### src/rtl/pipe_stage_elastic.sv
// pipe_stage_elastic
//   Elastic pipeline register: a chain of DEPTH payload stages with a
//   valid/ready handshake on both sides. Empty stages accept from behind even
//   while the downstream side is stalled, so gaps between payloads close up
//   (bubble compression). A synchronous flush squashes every stage. A
//   saturating counter records the cycles in which the output is stalled.
//
// Parameters
//   WIDTH   payload width in bits (>= 1)
//   DEPTH   number of register stages (>= 1)
//   BUBBLE  payload value held by every empty stage
//
// Ports
//   clk        clock; all state updates on the rising edge
//   reset      asynchronous active-low reset; clears all state immediately
//   in_valid   upstream presents a payload
//   in_ready   block accepts the payload this cycle (combinational)
//   in_data    upstream payload
//   flush      synchronous squash of all stages; blocks input this cycle
//   out_valid  last stage holds a payload (registered)
//   out_ready  downstream accepts this cycle
//   out_data   payload of the last stage, BUBBLE when empty (registered)
//   occupancy  number of valid stages (registered)
//   stall_cnt  saturating count of cycles with out_valid=1, out_ready=0

module pipe_stage_elastic #(
  parameter int unsigned       WIDTH  = 64,
  parameter int unsigned       DEPTH  = 1,
  parameter logic [WIDTH-1:0]  BUBBLE = '0
) (
  input  logic                         clk,
  input  logic                         reset,
  input  logic                         in_valid,
  output logic                         in_ready,
  input  logic [WIDTH-1:0]             in_data,
  input  logic                         flush,
  output logic                         out_valid,
  input  logic                         out_ready,
  output logic [WIDTH-1:0]             out_data,
  output logic [$clog2(DEPTH+1)-1:0]   occupancy,
  output logic [15:0]                  stall_cnt
);

  localparam int unsigned OCC_W = $clog2(DEPTH + 1);

  logic [DEPTH-1:0] v;
  logic [WIDTH-1:0] d [DEPTH];

  // rdy[i]: stage i may load on the next edge.
  logic [DEPTH-1:0] rdy;
  logic             in_fire;
  logic             out_fire;

  // The ready chain rdy[i] = !v[i] | rdy[i+1] is unrolled through a running
  // accumulator so the vector never depends on itself inside this block.
  always_comb begin
    logic acc;
    acc = out_ready;
    rdy = '0;
    for (int unsigned i = DEPTH; i > 0; i--) begin
      acc        = acc | !v[i-1];
      rdy[i-1]   = acc;
    end
  end

  assign in_ready  = rdy[0] & !flush;
  assign in_fire   = in_valid & in_ready;
  assign out_fire  = v[DEPTH-1] & out_ready;

  assign out_valid = v[DEPTH-1];
  assign out_data  = d[DEPTH-1];

  // Stage registers
  always_ff @(posedge clk or negedge reset) begin
    if (!reset) begin
      v <= '0;
      for (int unsigned i = 0; i < DEPTH; i++) d[i] <= BUBBLE;
    end else if (flush) begin
      v <= '0;
      for (int unsigned i = 0; i < DEPTH; i++) d[i] <= BUBBLE;
    end else begin
      if (rdy[0]) begin
        v[0] <= in_valid;
        d[0] <= in_valid ? in_data : BUBBLE;
      end
      for (int unsigned i = 1; i < DEPTH; i++) begin
        if (rdy[i]) begin
          v[i] <= v[i-1];
          d[i] <= v[i-1] ? d[i-1] : BUBBLE;
        end
      end
    end
  end

  // Occupancy tracks popcount(v) incrementally.
  always_ff @(posedge clk or negedge reset) begin
    if (!reset) begin
      occupancy <= '0;
    end else if (flush) begin
      occupancy <= '0;
    end else begin
      unique case ({in_fire, out_fire})
        2'b10:   occupancy <= occupancy + OCC_W'(1);
        2'b01:   occupancy <= occupancy - OCC_W'(1);
        default: occupancy <= occupancy;
      endcase
    end
  end

  // Stall counter survives flush; only reset clears it.
  always_ff @(posedge clk or negedge reset) begin
    if (!reset) begin
      stall_cnt <= '0;
    end else if (v[DEPTH-1] && !out_ready && (stall_cnt != 16'hFFFF)) begin
      stall_cnt <= stall_cnt + 16'd1;
    end
  end

endmodule

### config.mk
export PLATFORM = sky130hd
export DESIGN_NAME = pipe_stage_elastic
export DESIGN_NICKNAME = d
export VERILOG_FILES = /design/src/rtl/pipe_stage_elastic.sv
export SDC_FILE = /design/constraint.sdc
export NUM_CORES = 1
export LEC_CHECK = 0
export CAP_MARGIN = 40
export CORE_AREA = 5 5 99 101
export CTS_CLUSTER_DIAMETER = 100
export DETAILED_ROUTE_END_ITERATION = 8
export DIE_AREA = 0 0 104 106
export HOLD_SLACK_MARGIN = 0.12
export PLACE_DENSITY = 0.85
export SKIP_CTS_REPAIR_TIMING = 1
export SLEW_MARGIN = 20
export SYNTH_ARGS = -nofsm -noshare
export SYNTH_HDL_FRONTEND = slang
export SYNTH_SLANG_ARGS = --single-unit
### constraint.sdc
create_clock -name clk -period 1.7 [get_ports clk]
set_input_delay 0.425 -clock clk [delete_from_list [all_inputs] [get_ports clk]]
set_output_delay 0.425 -clock clk [all_outputs]
set_load 0.01 [all_outputs]
==> flow_metrics.py <==
metrics = {
    "sta": {
        "max_freq_mhz": 593,
        "hold_viol": 0,
        "skew_ps": 15.4,
        "drv_slew": 0,
        "holdWs_ps": 502,
        "rsz0062_at_grt": "yes",
        "fin_crit_ps": 1690,
        "tns_ps": 0,
        "slew_headroom_pct": 75.4,
        "finalCritPeriodShare_pct": 99.2,
        "worst_pin_slew_ps": 366,
        "finalSetupViolations": 0,
    },
    "power_and_ir_drop": {
        "clkPwrFrac_pct": 29.6,
        "power_density_nw_per_um2": 833,
        "swShare_pct": 27.0,
        "seqPwrFrac_pct": 46.9,
        "totalPowerFinal_mw": 4.64,
        "p_comb_share_pct": 23.6,
        "p_sw_mw": 1.26,
        "p_int_mw": 3.39,
        "peakVddDrop_v": 0.000332,
        "p_leak_nw": 3.71,
    },
    "floorplanning": {
        "die_x_um": 104,
        "initial_core_util_pct": 35.3,
        "io_pins": 152,
        "die-height_um": 106,
        "rows": 35,
        "die-area_um2": 11000,
        "core_um2": 8930,
    },
    "cells_and_area": {
        "area_growth_pct": 76.8,
        "n_antenna_cell": 0,
        "fin_nets": 484,
        "drive_gt1_share_pct": 18.6,
        "final_core_util_pct": 62.3,
    },
    "critical_path": {
        "cp.arrival_ps": 1260,
        "critPathMaxFanout": 2,
        "cp.required_ps": 1270,
        "start_kind": "flop",
        "end_kind": "output pin",
        "crit_type": "flop to output pin",
        "r2r_cells": 5,
    },
    "global_route": {
        "grt_pass1_wl_um": 14800,
        "first_global_vias": 2912,
        "antenna_found_initial": 0,
        "grt_max_degree": 43,
        "overflow": 0,
        "grt_usage_pct": 16.4,
    },
    "flow_run": {
        "maxCapViolCount": 0,
    },
    "clock_network": {
        "clock_latency_ps": 340,
        "cts_tree": "built",
        "clockBufferDepth": 2,
        "htreeDepth": 3,
        "cts_root_buf": "clkbuf_8",
        "path_clk_slew_ps": 80,
        "clock-sinks": 82,
        "tritoncts.num_buffers": 9,
    },
    "yosys": {
        "syn_avg_cell_area_um2": 13.9,
        "synth-seq-area-share_pct": 65.1,
        "synth_fp_nets": 297,
        "synth_cell_types": 36,
        "ys_seq_elements": 82,
        "synthCells": 227,
        "synth.cell_area_um2": 3150,
        "yosysWarnings": 0,
    },
    "hold_path": {
        "hp-class": "flop to flop",
        "whs_path_depth": 1,
    },
    "run_status": {
        "outcome": "finished clean",
    },
    "drt": {
        "ant_nets": 0,
        "wirelength_um": 9360,
        "m1WireLength_um": 3810,
        "wl_met2_um": 4810,
        "top_layer_used": "met4",
        "drc": 0,
        "firstDrtPassIters": 4,
        "vias": 2658,
        "wl_met3_um": 617,
        "post_drt_via_cell_ratio": 5.02,
        "wl_per_cell_um": 17.7,
        "first_iter_violations": 66,
    },
    "place": {
        "numPortBuffers": 151,
        "hpwlAfterDp_um": 6620,
        "gp_congestion": 0.737,
    },
}
## Yosys cell counts
master | instances | area, µm²
mux2i_1 | 1 | 10.0
or3_1 | 1 | 6.26
buf_2 | 2 | 10.0
or3_2 | 1 | 7.51
nor2b_1 | 1 | 6.26
xnor2_1 | 5 | 43.8
nor3b_1 | 1 | 7.51
nand3b_4 | 1 | 20.0
or4_4 | 1 | 11.3
clkbuf_1 | 4 | 15.0
xor2_1 | 10 | 87.6
or3b_1 | 1 | 8.76
and2_1 | 2 | 12.5
dfrtp_1 | 82 | 2050
nand3_2 | 1 | 10.0
a22o_1 | 64 | 561
nand3_1 | 2 | 10.0
nor3_1 | 6 | 30.0
or2b_1 | 1 | 7.51
nor2_1 | 7 | 26.3
or4_2 | 1 | 8.76
nor4b_1 | 1 | 8.76
o41ai_1 | 1 | 8.76
nand4_1 | 2 | 12.5
nand4_4 | 1 | 21.3
o31ai_1 | 1 | 7.51
mux2_2 | 1 | 11.3
or2_2 | 1 | 6.26
and3_1 | 1 | 6.26
nand2_1 | 6 | 22.5
a21oi_1 | 2 | 10.0
o21ai_0 | 1 | 5.00
buf_1 | 8 | 30.0
ha_1 | 1 | 12.5
inv_1 | 3 | 11.3
nor4_2 | 2 | 25.0
## path summary, 6_finish.rpt
path                         startpoint            end  slack (ps)
setup / recovery              out_valid       in_ready          10
hold / removal             out_data[39]   out_data[39]         500
setup reg to reg           stall_cnt[6]  stall_cnt[11]          40
hold reg to reg            out_data[39]   out_data[39]         500
max in group asynchronous         reset   stall_cnt[1]         640
min in group asynchronous         reset  stall_cnt[12]         520
## final cells by class
type                    count  area, µm²
repair buffers            190       2050
fillers                   694       3360
clock buffers              10        128
multi-input cells         128       1120
flip-flops and latches     82       2060
inverters                   3       11.3
well taps                 111        139
clock inverters             6       65.1
## flip-flops by register name, summed over array words and instances (netlist names)
| register | cells |
|---|---|
| out_data | 64 |
| stall_cnt | 16 |
| out_valid | 1 |
| occupancy | 1 |
## layer usage
| metal | up-vias | global-route usage (%) |
|---|---|---|
| met5 | - | 0 |
| met1 | 1320 | 20.6 |
| li1 | 1225 | - |
| met4 | 0 | 5.64 |
| met3 | 10 | 5.77 |
| met2 | 103 | 26.4 |
## cells in the final DEF (no fill, tap or decap), types with 3 or more instances in the layout
cell	n
dlymetal6s2s_1	82
dfrtp_1	79
clkdlybuf4s50_1	67
a22o_1	64
buf_4	35
xor2_1	10
clkbuf_8	9
nor2_1	6
nand2_1	6
xnor2_1	5
buf_12	4
inv_1	3
nor3_2	3
nor3_1	3
dfrtp_2	3
## critical path, stage by stage, from the launching register on
cell,delay [ps]
dfrtp_1,390
buf_4,150
nor2b_1,130
nor2_1,120
clkbuf_2,160
## cells by family (layout without fill, tap and decap cells)
group	Yosys count	in the layout	share of synthesized area, %
flops	82	82	65.1
xor+xnor	15	15	4.17
simple gates	41	41	8.74
compound gates	69	69	18.8
mux	2	2	0.675
fa+ha+maj	1	1	0.397
buf+inv	17	209	2.10
## metrics by stage
stage / instance area [µm²] / setup WS [ps] / std cells
3_3_place_gp: 5050 / -456 / 506
4_1_cts: 5240 / -419 / 522
2_1_floorplan: 3170 / 24.5 / 227
3_5_place_dp: 5050 / -491 / 506
6_report: 5570 / 13.7 / 530
5_1_grt: 5570 / -106 / 530
## power groups by stage
stage	combinational [mW]	sequential, mW	clock, mW
after global routing	1.18	2.19	1.50
final	1.09	2.17	1.37
after floorplan	0.257	2.31	0
after CTS	1.08	2.19	1.42
after detailed placement	1.07	2.22	0
after global placement	1.04	2.22	0
No activity file was read; power rests on OpenSTA's default activity.
